[src/rtl/serial_cmp_pkg.sv]
// Shared types and sizing helpers for the serial magnitude comparator.
package serial_cmp_pkg;

  typedef enum logic {IDLE = 1'b0, RUN = 1'b1} state_e;

  // Number of bit groups walked per compare.
  function automatic int grp_count(input int width, input int bpc);
    return width / bpc;
  endfunction

  // Counter must hold N itself, hence N+1 distinct values.
  function automatic int cnt_width(input int n);
    return $clog2(n + 1);
  endfunction

endpackage

[src/rtl/serial_magnitude_comparator_chain.sv]
// 1-bit cascade comparator slice and the MSB-to-LSB chain of slices fed by the top.
module cascade_cmp_slice (
  input  logic a,
  input  logic b,
  input  logic lti,
  input  logic gti,
  output logic lt,
  output logic gt
);
  // A decision already made upstream dominates this bit.
  assign lt = lti | (~gti & ~a &  b);
  assign gt = gti | (~lti &  a & ~b);
endmodule

module comparator_cascade_chain #(
  parameter int BITS_PER_CYCLE = 1
) (
  input  logic [BITS_PER_CYCLE-1:0] ga,
  input  logic [BITS_PER_CYCLE-1:0] gb,
  input  logic                      lti,
  input  logic                      gti,
  output logic                      lt,
  output logic                      gt
);
  logic [BITS_PER_CYCLE:0] lt_c, gt_c;

  assign lt_c[0] = lti;
  assign gt_c[0] = gti;

  for (genvar i = 0; i < BITS_PER_CYCLE; i++) begin : g_slice
    cascade_cmp_slice u_slice (
      .a   (ga[BITS_PER_CYCLE-1-i]),
      .b   (gb[BITS_PER_CYCLE-1-i]),
      .lti (lt_c[i]),
      .gti (gt_c[i]),
      .lt  (lt_c[i+1]),
      .gt  (gt_c[i+1])
    );
  end

  assign lt = lt_c[BITS_PER_CYCLE];
  assign gt = gt_c[BITS_PER_CYCLE];
endmodule

[src/rtl/serial_magnitude_comparator.sv]
// Multi-cycle MSB-first magnitude comparator, BITS_PER_CYCLE bits per RUN cycle.
// Define SERIAL_CMP_EARLY_EXIT_EN to finish as soon as the first differing group is seen.
module serial_magnitude_comparator
  import serial_cmp_pkg::*;
#(
  parameter int WIDTH          = 32,
  parameter int BITS_PER_CYCLE = 1
) (
  input  logic             clk,
  input  logic             rst,
  input  logic             start,
  input  logic [WIDTH-1:0] a,
  input  logic [WIDTH-1:0] b,
  input  logic             is_signed,
  output logic             busy,
  output logic             done,
  output logic             lt,
  output logic             eq,
  output logic             gt
);
  localparam int N  = grp_count(WIDTH, BITS_PER_CYCLE);
  localparam int CW = cnt_width(N);
  localparam logic [WIDTH-1:0] SIGN_MSK = {1'b1, {(WIDTH-1){1'b0}}};

  if ((WIDTH % BITS_PER_CYCLE) != 0) begin : g_bad_bpc
    $error("BITS_PER_CYCLE must divide WIDTH evenly");
  end

  state_e           state;
  logic [WIDTH-1:0] sa, sb;
  logic [CW-1:0]    cnt;
  logic             lt_r, gt_r;
  logic             lt_nx, gt_nx;
  logic             finish;

  comparator_cascade_chain #(.BITS_PER_CYCLE(BITS_PER_CYCLE)) u_chain (
    .ga  (sa[WIDTH-1 -: BITS_PER_CYCLE]),
    .gb  (sb[WIDTH-1 -: BITS_PER_CYCLE]),
    .lti (lt_r),
    .gti (gt_r),
    .lt  (lt_nx),
    .gt  (gt_nx)
  );

`ifdef SERIAL_CMP_EARLY_EXIT_EN
  assign finish = (cnt == CW'(1)) | lt_nx | gt_nx;
`else
  assign finish = (cnt == CW'(1));
`endif

  always_ff @(posedge clk or posedge rst) begin
    if (rst) begin
      state <= IDLE;
      sa    <= '0;
      sb    <= '0;
      cnt   <= '0;
      lt_r  <= 1'b0;
      gt_r  <= 1'b0;
      busy  <= 1'b0;
      done  <= 1'b0;
      lt    <= 1'b0;
      eq    <= 1'b0;
      gt    <= 1'b0;
    end else begin
      done <= 1'b0;
      case (state)
        IDLE: begin
          if (start) begin
            // Flipping both sign bits maps two's-complement order onto unsigned order.
            sa    <= a ^ (SIGN_MSK & {WIDTH{is_signed}});
            sb    <= b ^ (SIGN_MSK & {WIDTH{is_signed}});
            cnt   <= CW'(N);
            lt_r  <= 1'b0;
            gt_r  <= 1'b0;
            busy  <= 1'b1;
            state <= RUN;
          end
        end
        RUN: begin
          lt_r <= lt_nx;
          gt_r <= gt_nx;
          sa   <= sa << BITS_PER_CYCLE;
          sb   <= sb << BITS_PER_CYCLE;
          cnt  <= cnt - CW'(1);
          if (finish) begin
            state <= IDLE;
            busy  <= 1'b0;
            done  <= 1'b1;
            lt    <= lt_nx;
            gt    <= gt_nx;
            eq    <= ~(lt_nx | gt_nx);
          end
        end
        default: state <= IDLE;
      endcase
    end
  end
endmodule

[config.mk]
export PLATFORM = sky130hd
export DESIGN_NAME = serial_magnitude_comparator
export DESIGN_NICKNAME = d
export VERILOG_FILES = /design/src/rtl/serial_cmp_pkg.sv /design/src/rtl/serial_magnitude_comparator_chain.sv /design/src/rtl/serial_magnitude_comparator.sv
export SDC_FILE = /design/constraint.sdc
export NUM_CORES = 1
export LEC_CHECK = 0
export CORE_MARGIN = 2
export CORE_UTILIZATION = 40
export DETAILED_ROUTE_END_ITERATION = 8
export GPL_TIMING_DRIVEN = 0
export SLEW_MARGIN = 5
export SYNTH_ARGS = -nofsm -noshare
export SYNTH_HDL_FRONTEND = slang
export SYNTH_SLANG_ARGS = --single-unit
export TNS_END_PERCENT = 50
[constraint.sdc]
create_clock -name clk -period 4.9 [get_ports clk]
set_input_delay 1.225 -clock clk [delete_from_list [all_inputs] [get_ports clk]]
set_output_delay 1.225 -clock clk [all_outputs]
set_load 0.05 [all_outputs]
==> results of run 1 <==
==> flip-flops by register name (all words and copies together), names as in the netlist <==
name	flops
sa	32
done	1
gt	1
sb	32
lt_r	1
lt	1
eq	1
cnt	6
state	1
busy	1
gt_r	1
==> layout by cell type, fill, tap and decap left out <==
cell type	instances
a21o_1	2
a22o_1	2
and3b_1	1
buf_16	1
buf_2	14
buf_4	1
buf_6	2
bufinv_16	1
clkbuf_1	8
clkbuf_8	9
clkdlybuf4s50_1	71
clkinv_2	2
clkinvlp_4	3
dfrtp_1	78
ha_1	2
inv_1	3
inv_4	1
mux2_2	1
mux2_4	3
mux2i_1	65
nand2_1	65
nand2b_1	2
nand3_1	1
nor2_1	9
nor2b_1	2
nor3_1	1
nor3_2	1
nor4b_2	1
o21ai_0	65
o311ai_0	1
o31ai_1	1
or4b_4	1
xor2_1	3
==> per-layer routing <==
metal,wire (um),GRT usage [%],vias to the layer above
li1,-,-,1312
met1,3630,22.5,1287
met2,3610,27.7,55
met3,329,4.40,6
met4,84,4.43,0
met5,0,0,-
==> power breakdown <==
part | internal [mW] | total [mW] | leakage [nW] | switching [mW]
sequential | 0.876 | 1.01 | 1.02 | 0.138
clock | 0.234 | 0.479 | 0.0883 | 0.245
combinational | 0.294 | 0.634 | 1.05 | 0.340
==> through the flow <==
step	cell area (um2)	hold WS (ps)	cells
after CTS	4650	488	531
after floorplan	3590	442	335
final	4650	481	531
after detailed placement	4460	467	515
after global routing	4650	506	531
after global placement	4430	457	514
==> Yosys cell counts <==
library cell / instances / area [um2]
buf_4: 1 / 7.51
inv_1: 4 / 15.0
o311ai_0: 1 / 8.76
nor3_1: 1 / 5.00
mux2_2: 1 / 11.3
or4b_4: 1 / 13.8
ha_1: 2 / 25.0
a21o_1: 2 / 15.0
dfrtp_1: 78 / 1950
nor4b_2: 1 / 15.0
nor2_1: 9 / 33.8
mux2_4: 3 / 45.0
nor2b_1: 2 / 12.5
buf_6: 2 / 22.5
xor2_1: 3 / 26.3
buf_2: 14 / 70.1
o31ai_1: 1 / 7.51
mux2i_1: 65 / 651
and3b_1: 1 / 8.76
nand3_1: 1 / 5.00
nand2b_1: 2 / 12.5
a22o_1: 2 / 17.5
nand2_1: 65 / 244
nor3_2: 1 / 10.0
clkbuf_1: 7 / 26.3
o21ai_0: 65 / 325
==> worst max-delay path by stage <==
stage / startpoint / end / slack (ps) / cells after the start
floorplan: rst / busy / 1680 / 1
global placement: rst / sb[4] / 280 / 2
detailed placement: gt / gt / 2530 / 1
CTS: gt / gt / 2130 / 1
global route: lt / lt / 2070 / 1
finish: lt / lt / 2150 / 1
==> layout make-up <==
type,count,share of cell area (%)
Buffer,24,2.72
Tap cell,108,2.90
Clock inverter,6,1.34
Sequential cell,78,42.0
Inverter,4,0.377
Timing Repair Buffer,72,15.9
Multi-Input combinational cell,229,32.1
Clock buffer,10,2.74
==> logic make-up after synthesis <==
family          after synthesis
compound gates               71
flops                        78
xor+xnor                      3
mux                          69
fa+ha+maj                     2
simple gates                 84
buf+inv                      28
==> flow_results.xml, run 1 <==
<?xml version="1.0" encoding="UTF-8"?>
<metrics>
  <group name="sta">
    <metric name="relSlewSlack" unit="%">67.3</metric>
    <metric name="final.setup.tns" unit="ps">0</metric>
    <metric name="layout_setup_ws" unit="ps">2150</metric>
    <metric name="tightest_slew" unit="ps">490</metric>
    <metric name="max_freq" unit="MHz">364</metric>
    <metric name="finalSetupViolations" unit="">0</metric>
    <metric name="rsz0062_at_grt" unit="">no</metric>
    <metric name="finalHoldViolations" unit="">0</metric>
    <metric name="timing_max_transition_violations_final" unit="">0</metric>
    <metric name="period_needed" unit="ps">2750</metric>
    <metric name="clock-skew-final" unit="ps">9.19</metric>
    <metric name="min_period_over_period" unit="%">56.1</metric>
  </group>
  <group name="die">
    <metric name="num_io_pins" unit="">73</metric>
    <metric name="fp-row-count" unit="">34</metric>
    <metric name="floorplan.die.width" unit="um">98.7</metric>
    <metric name="coreArea" unit="um2">8720</metric>
    <metric name="die_area" unit="um2">9740</metric>
    <metric name="start_util" unit="%">41.1</metric>
    <metric name="die_h" unit="um">98.7</metric>
  </group>
  <group name="grt">
    <metric name="via_count_of_the_first_global_routing_pass" unit="">2685</metric>
    <metric name="gr_overflow_total" unit="">0</metric>
    <metric name="antenna_found_initial" unit="">0</metric>
    <metric name="grt_use_total" unit="%">16.9</metric>
    <metric name="grt_first_pass_wirelength" unit="um">13100</metric>
    <metric name="grt_max_degree" unit="">49</metric>
  </group>
  <group name="detailed_routing">
    <metric name="drt_drc_violations_left" unit="">0</metric>
    <metric name="total_via_count_in_the_routed_design" unit="">2660</metric>
    <metric name="detail_route.iter0.violations" unit="">128</metric>
    <metric name="avgViaCountPerCell" unit="">5.01</metric>
    <metric name="antenna_violating_nets_post_route" unit="">0</metric>
    <metric name="detail_route.first_pass.iterations" unit="">4</metric>
    <metric name="detail_route.wirelength" unit="um">7650</metric>
    <metric name="routed_wire_length_per_instance" unit="um">14.4</metric>
  </group>
  <group name="finish">
    <metric name="synthToLayoutAreaGrowth" unit="%">29.7</metric>
    <metric name="fin_nets" unit="">488</metric>
    <metric name="post_route_cells_drive_above_1_share" unit="%">9.69</metric>
    <metric name="reg_area" unit="um2">1950</metric>
    <metric name="multi_input_comb_area" unit="um2">1490</metric>
    <metric name="final_core_util" unit="%">53.3</metric>
    <metric name="number_of_antenna_diodes" unit="">0</metric>
    <metric name="n_fill_cell" unit="">840</metric>
  </group>
  <group name="placed_design">
    <metric name="place_hpwl" unit="um">5360</metric>
    <metric name="post-place-ws" unit="ps">2530</metric>
    <metric name="port-buffer-count" unit="">71</metric>
    <metric name="gp_congestion" unit="">0.763</metric>
  </group>
  <group name="outcome">
    <metric name="status" unit="">finished clean</metric>
  </group>
  <group name="worst_setup_path">
    <metric name="timing.critical_path.fanout_max" unit="">2</metric>
    <metric name="worstPathCellList" unit="">clkdlybuf4s50_1</metric>
    <metric name="critPathArrivalTime" unit="ps">1520</metric>
    <metric name="path_buf_inv" unit="">1</metric>
    <metric name="cp-start-kind" unit="">flop</metric>
    <metric name="worst_path_max_delay_cell" unit="">clkdlybuf4s50_1</metric>
    <metric name="critical_path.top_delay_family" unit="">buffers and inverters</metric>
    <metric name="worst_r2r_startpoint" unit="">state</metric>
    <metric name="worstSetupPathType" unit="">reg2out</metric>
    <metric name="regToRegEndpoint" unit="">sa[22]</metric>
    <metric name="setup.reg_to_reg.worst_slack" unit="ps">3340</metric>
    <metric name="cp_slowest_stage_delay" unit="ps">800</metric>
    <metric name="timing.critical_path.required" unit="ps">3670</metric>
    <metric name="r2r_depth" unit="">4</metric>
    <metric name="worst_setup_path_end_kind" unit="">output port</metric>
  </group>
  <group name="clocking">
    <metric name="hold_buffers" unit="">0</metric>
    <metric name="cts.repair_timing.setup_buffer_count" unit="">0</metric>
    <metric name="post_cts_resized" unit="">0</metric>
    <metric name="h-tree-depth" unit="">3</metric>
    <metric name="clock-root-buffer" unit="">clkbuf_8</metric>
    <metric name="cts-buffers-inserted" unit="">9</metric>
    <metric name="clock_tree_from_tritoncts" unit="">built</metric>
    <metric name="worst_skew_pair.late_latency" unit="ps">350</metric>
    <metric name="clock-sinks" unit="">78</metric>
    <metric name="clk_pin_slew_worst_paths" unit="ps">90</metric>
    <metric name="cts_buffer_depth" unit="">2</metric>
  </group>
  <group name="logic_synthesis">
    <metric name="post_synthesis_mux_area_share" unit="%">19.7</metric>
    <metric name="seq_area_frac_synth" unit="%">54.4</metric>
    <metric name="synth_compound_gate_area_share" unit="%">10.4</metric>
    <metric name="synth_top_family_by_area" unit="">multiplexers</metric>
    <metric name="synth_warnings" unit="">0</metric>
    <metric name="number_of_nets_produced_by_synthesis" unit="">405</metric>
    <metric name="post_synth_fa_ha_maj_area_fraction" unit="%">0.698</metric>
    <metric name="synth_xor_xnor_area_share" unit="%">0.733</metric>
    <metric name="postSynthAreaPerCell" unit="um2">10.7</metric>
    <metric name="ys_types" unit="">26</metric>
    <metric name="cell_count_after_synthesis" unit="">335</metric>
    <metric name="mappedNetlistArea" unit="um2">3590</metric>
    <metric name="ys_seq_elements" unit="">78</metric>
    <metric name="simple_gate_area_share_of_the_yosys_netlist" unit="%">10.0</metric>
  </group>
  <group name="power_and_ir_drop">
    <metric name="finalPower" unit="mW">2.13</metric>
    <metric name="cellPowerDensity" unit="nW/um2">457</metric>
    <metric name="worst_ir_drop_vdd" unit="mV">0.169</metric>
    <metric name="total_leakage_power" unit="nW">2.16</metric>
  </group>
  <group name="worst_hold_path">
    <metric name="holdPathStages" unit="">2</metric>
    <metric name="hp-class" unit="">reg2reg</metric>
    <metric name="min_from" unit="">sb[2]</metric>
    <metric name="worst_hold_path.endpoint" unit="">sb[3]</metric>
  </group>
  <group name="flow_run">
    <metric name="max_cap_violations" unit="">0</metric>
  </group>
</metrics>
No activity file was read; power rests on OpenSTA's default activity.
==> run 2: changes to the inputs <==
==> constraint.sdc (replaced) <==
create_clock -name clk -period 2.7 [get_ports clk]
set_input_delay 0.675 -clock clk [delete_from_list [all_inputs] [get_ports clk]]
set_output_delay 0.675 -clock clk [all_outputs]
set_load 0.05 [all_outputs]
==> results of run 2 <==
The final DEF is identical to that of run 1. Status: finished clean.
Main changes from that run: setup slack after placement 2530 ps -> 884 ps; setup slack after layout 2150 ps -> 500 ps; register-to-register setup slack 3340 ps -> 1140 ps; total power 2.13 mW -> 3.86 mW; worst IR drop on VDD 0.169 mV -> 0.307 mV
==> run 3: changes to the inputs <==
--- a/config.mk
+++ b/config.mk
@@ -9,6 +9,7 @@
 export CORE_UTILIZATION = 40
 export DETAILED_ROUTE_END_ITERATION = 8
 export GPL_TIMING_DRIVEN = 0
+export PLACE_DENSITY = 0.67
 export SLEW_MARGIN = 5
 export SYNTH_ARGS = -nofsm -noshare
 export SYNTH_HDL_FRONTEND = slang
==> constraint.sdc (replaced) <==
create_clock -name clk -period 2 [get_ports clk]
set_input_delay 0.5 -clock clk [delete_from_list [all_inputs] [get_ports clk]]
set_output_delay 0.5 -clock clk [all_outputs]
set_load 0.05 [all_outputs]
==> flow_results.xml, run 3 (synthesized netlist as in run 1, its figures left out) <==
<?xml version="1.0" encoding="UTF-8"?>
<metrics>
  <group name="worst_setup_path">
    <metric name="path_depth" unit="">1</metric>
    <metric name="worst_path_max_delay_cell" unit="">dlygate4sd2_1</metric>
    <metric name="timing.critical_path.required" unit="ps">1500</metric>
    <metric name="worstPathCellList" unit="">dlygate4sd2_1</metric>
    <metric name="path_buf_inv" unit="">1</metric>
    <metric name="worst_setup_path_end_kind" unit="">output port</metric>
    <metric name="cp_slowest_stage_delay" unit="ps">530</metric>
    <metric name="setup.reg_to_reg.worst_slack" unit="ps">450</metric>
    <metric name="crit_end" unit="">busy</metric>
    <metric name="critPathArrivalTime" unit="ps">1240</metric>
    <metric name="regToRegEndpoint" unit="">sa[25]</metric>
    <metric name="worst_r2r_startpoint" unit="">state</metric>
    <metric name="timing.critical_path.fanout_max" unit="">2</metric>
    <metric name="cp-start-kind" unit="">flop</metric>
    <metric name="r2r_depth" unit="">4</metric>
    <metric name="setup.worst_path.start" unit="">busy</metric>
    <metric name="worstSetupPathType" unit="">reg2out</metric>
    <metric name="critical_path.top_delay_family" unit="">buffers and inverters</metric>
  </group>
  <group name="grt">
    <metric name="gr_overflow_total" unit="">0</metric>
    <metric name="grtUsageMet2" unit="%">26.6</metric>
    <metric name="antenna_found_initial" unit="">0</metric>
    <metric name="grt_max_degree" unit="">33</metric>
    <metric name="grt_use_total" unit="%">16.8</metric>
    <metric name="grt.met1_usage" unit="%">23.1</metric>
    <metric name="via_count_of_the_first_global_routing_pass" unit="">2774</metric>
    <metric name="grt_busiest_layer" unit="">met2</metric>
    <metric name="grt_first_pass_wirelength" unit="um">13100</metric>
    <metric name="gr-usage-met3" unit="%">2.62</metric>
  </group>
  <group name="sta">
    <metric name="min_period_over_period" unit="%">86.8</metric>
    <metric name="clock-skew-final" unit="ps">9.90</metric>
    <metric name="relSlewSlack" unit="%">66.4</metric>
    <metric name="finalSetupViolations" unit="">0</metric>
    <metric name="final.setup.tns" unit="ps">0</metric>
    <metric name="tightest_slew" unit="ps">503</metric>
    <metric name="max_freq" unit="MHz">576</metric>
    <metric name="timing_max_transition_violations_final" unit="">0</metric>
    <metric name="worst_hold_slack" unit="ps">479</metric>
    <metric name="finalHoldViolations" unit="">0</metric>
    <metric name="period_needed" unit="ps">1740</metric>
    <metric name="rsz0062_at_grt" unit="">no</metric>
  </group>
  <group name="outcome">
    <metric name="status" unit="">finished clean</metric>
  </group>
  <group name="detailed_routing">
    <metric name="total_via_count_in_the_routed_design" unit="">2709</metric>
    <metric name="drt_drc_violations_left" unit="">0</metric>
    <metric name="routed_wire_length_per_instance" unit="um">14.4</metric>
    <metric name="detail_route.first_pass.iterations" unit="">4</metric>
    <metric name="detail_route.wirelength" unit="um">7670</metric>
    <metric name="avgViaCountPerCell" unit="">5.09</metric>
    <metric name="antenna_violating_nets_post_route" unit="">0</metric>
    <metric name="detail_route.iter0.violations" unit="">103</metric>
  </group>
  <group name="die">
    <metric name="die_h" unit="um">98.7</metric>
    <metric name="floorplan.die.width" unit="um">98.7</metric>
    <metric name="start_util" unit="%">41.1</metric>
    <metric name="die_area" unit="um2">9740</metric>
    <metric name="coreArea" unit="um2">8720</metric>
    <metric name="fp-row-count" unit="">34</metric>
    <metric name="num_io_pins" unit="">73</metric>
  </group>
  <group name="power_and_ir_drop">
    <metric name="clock_power_share" unit="%">25.3</metric>
    <metric name="total_leakage_power" unit="nW">2.22</metric>
    <metric name="power.switching_fraction" unit="%">32.4</metric>
    <metric name="power.switching" unit="mW">1.75</metric>
    <metric name="cellPowerDensity" unit="nW/um2">1150</metric>
    <metric name="fraction_of_power_consumed_by_sequential_logic" unit="%">46.1</metric>
    <metric name="share_of_power_burned_in_combinational_logic" unit="%">28.6</metric>
    <metric name="internal_power" unit="mW">3.65</metric>
    <metric name="worst_ir_drop_vdd" unit="mV">0.505</metric>
  </group>
  <group name="clocking">
    <metric name="clk_pin_slew_worst_paths" unit="ps">80</metric>
    <metric name="clock_tree_from_tritoncts" unit="">built</metric>
    <metric name="cts.repair_timing.setup_buffer_count" unit="">0</metric>
    <metric name="h-tree-depth" unit="">3</metric>
    <metric name="clock-sinks" unit="">78</metric>
    <metric name="worst_skew_pair.late_latency" unit="ps">340</metric>
    <metric name="clock-root-buffer" unit="">clkbuf_8</metric>
    <metric name="cts_buffer_depth" unit="">2</metric>
    <metric name="hold_buffers" unit="">0</metric>
    <metric name="cts-buffers-inserted" unit="">9</metric>
  </group>
  <group name="placed_design">
    <metric name="place_hpwl" unit="um">5460</metric>
    <metric name="port-buffer-count" unit="">71</metric>
    <metric name="dpl-instance-area" unit="um2">4480</metric>
    <metric name="gp_congestion" unit="">0.818</metric>
  </group>
  <group name="worst_hold_path">
    <metric name="hp-class" unit="">reg2reg</metric>
    <metric name="min_from" unit="">sa[25]</metric>
  </group>
  <group name="finish">
    <metric name="post_route_cells_drive_above_1_share" unit="%">9.91</metric>
    <metric name="fin_area" unit="um2">4710</metric>
    <metric name="biggestRegsByFlops" unit="">sa x32, sb x32, cnt x6</metric>
    <metric name="layout.cells.most_common_list" unit="">78 x dfrtp_1, 66 x clkdlybuf4s50_1, 65 x mux2i_1, 65 x nand2_1, 65 x o21ai_0</metric>
    <metric name="number_of_antenna_diodes" unit="">0</metric>
    <metric name="final_common_cell" unit="">dfrtp_1</metric>
    <metric name="synthToLayoutAreaGrowth" unit="%">31.3</metric>
    <metric name="fin_nets" unit="">489</metric>
  </group>
  <group name="flow_run">
    <metric name="max_cap_violations" unit="">0</metric>
  </group>
</metrics>
run 3: cell types whose count changed in the layout (fill, tap and decap cells not counted), moves of 2 or more:
cell	change
clkdlybuf4s50_1	-5
dlygate4sd2_1	+4
clkbuf_8	+3
buf_12	+2
clkinvlp_4	-2
run 3: repair_timing:
| item | CTS | global route |
|---|---|---|
| cloned | 0 | 0 |
| endpoints found under the setup margin | 4 | 1 |
| gates resized for setup | 4 | 1 |
run 3: area by class of cell:
cell class / instances / area [um2]
clock inverters: 3 / 65.1
inverters: 4 / 18.8
flip-flops and latches: 78 / 1950
multi-input cells: 229 / 1490
clock buffers: 13 / 169
plain buffers: 24 / 126
well taps: 108 / 135
fillers: 793 / 4010
repair buffers: 73 / 748
run 3: worst register-to-register path, delay by kind of cell (launching register included):
| kind | cells | cell delay (ps) |
|---|---|---|
| buffers and inverters | 3 | 890 |
| AO/OA/AOI/OAI | 1 | 170 |
| flip-flops | 1 | 370 |
run 3: worst min-delay path by stage:
| stage | end | cells after the start | slack, ps |
|---|---|---|---|
| finish | sa[26] | 2 | 480 |
| global route | sa[23] | 2 | 510 |
| CTS | cnt[5] | 1 | 480 |
| detailed placement | sb[10] | 2 | 470 |
| global placement | sa[23] | 2 | 460 |
| floorplan | cnt[5] | 1 | 440 |
run 3: power by group through the flow:
| stage | clock, mW | sequential [mW] | combinational (mW) |
|---|---|---|---|
| floorplan | 0 | 2.54 | 1.01 |
| global placement | 0 | 2.50 | 1.53 |
| global route | 1.46 | 2.56 | 1.78 |
| finish | 1.37 | 2.49 | 1.54 |
| detailed placement | 0 | 2.51 | 1.60 |
| CTS | 1.39 | 2.49 | 1.58 |
run 3: metrics by stage:
stage | setup slack (ps) | power (mW) | std cells | utilization, %
floorplan | 603 | 3.55 | 335 | -
finish | 264 | 5.40 | 532 | 54.0
global route | 186 | 5.81 | 532 | 54.0
detailed placement | 346 | 4.11 | 516 | 51.3
CTS | 10.3 | 5.46 | 532 | 53.9
global placement | -326 | 4.03 | 514 | 50.9
run 3: routing by layer:
layer / up-vias / share of wire (%)
met5: - / 0
met4: 0 / 2.0
met3: 12 / 3.9
met2: 57 / 46
met1: 1321 / 48
li1: 1319 / -
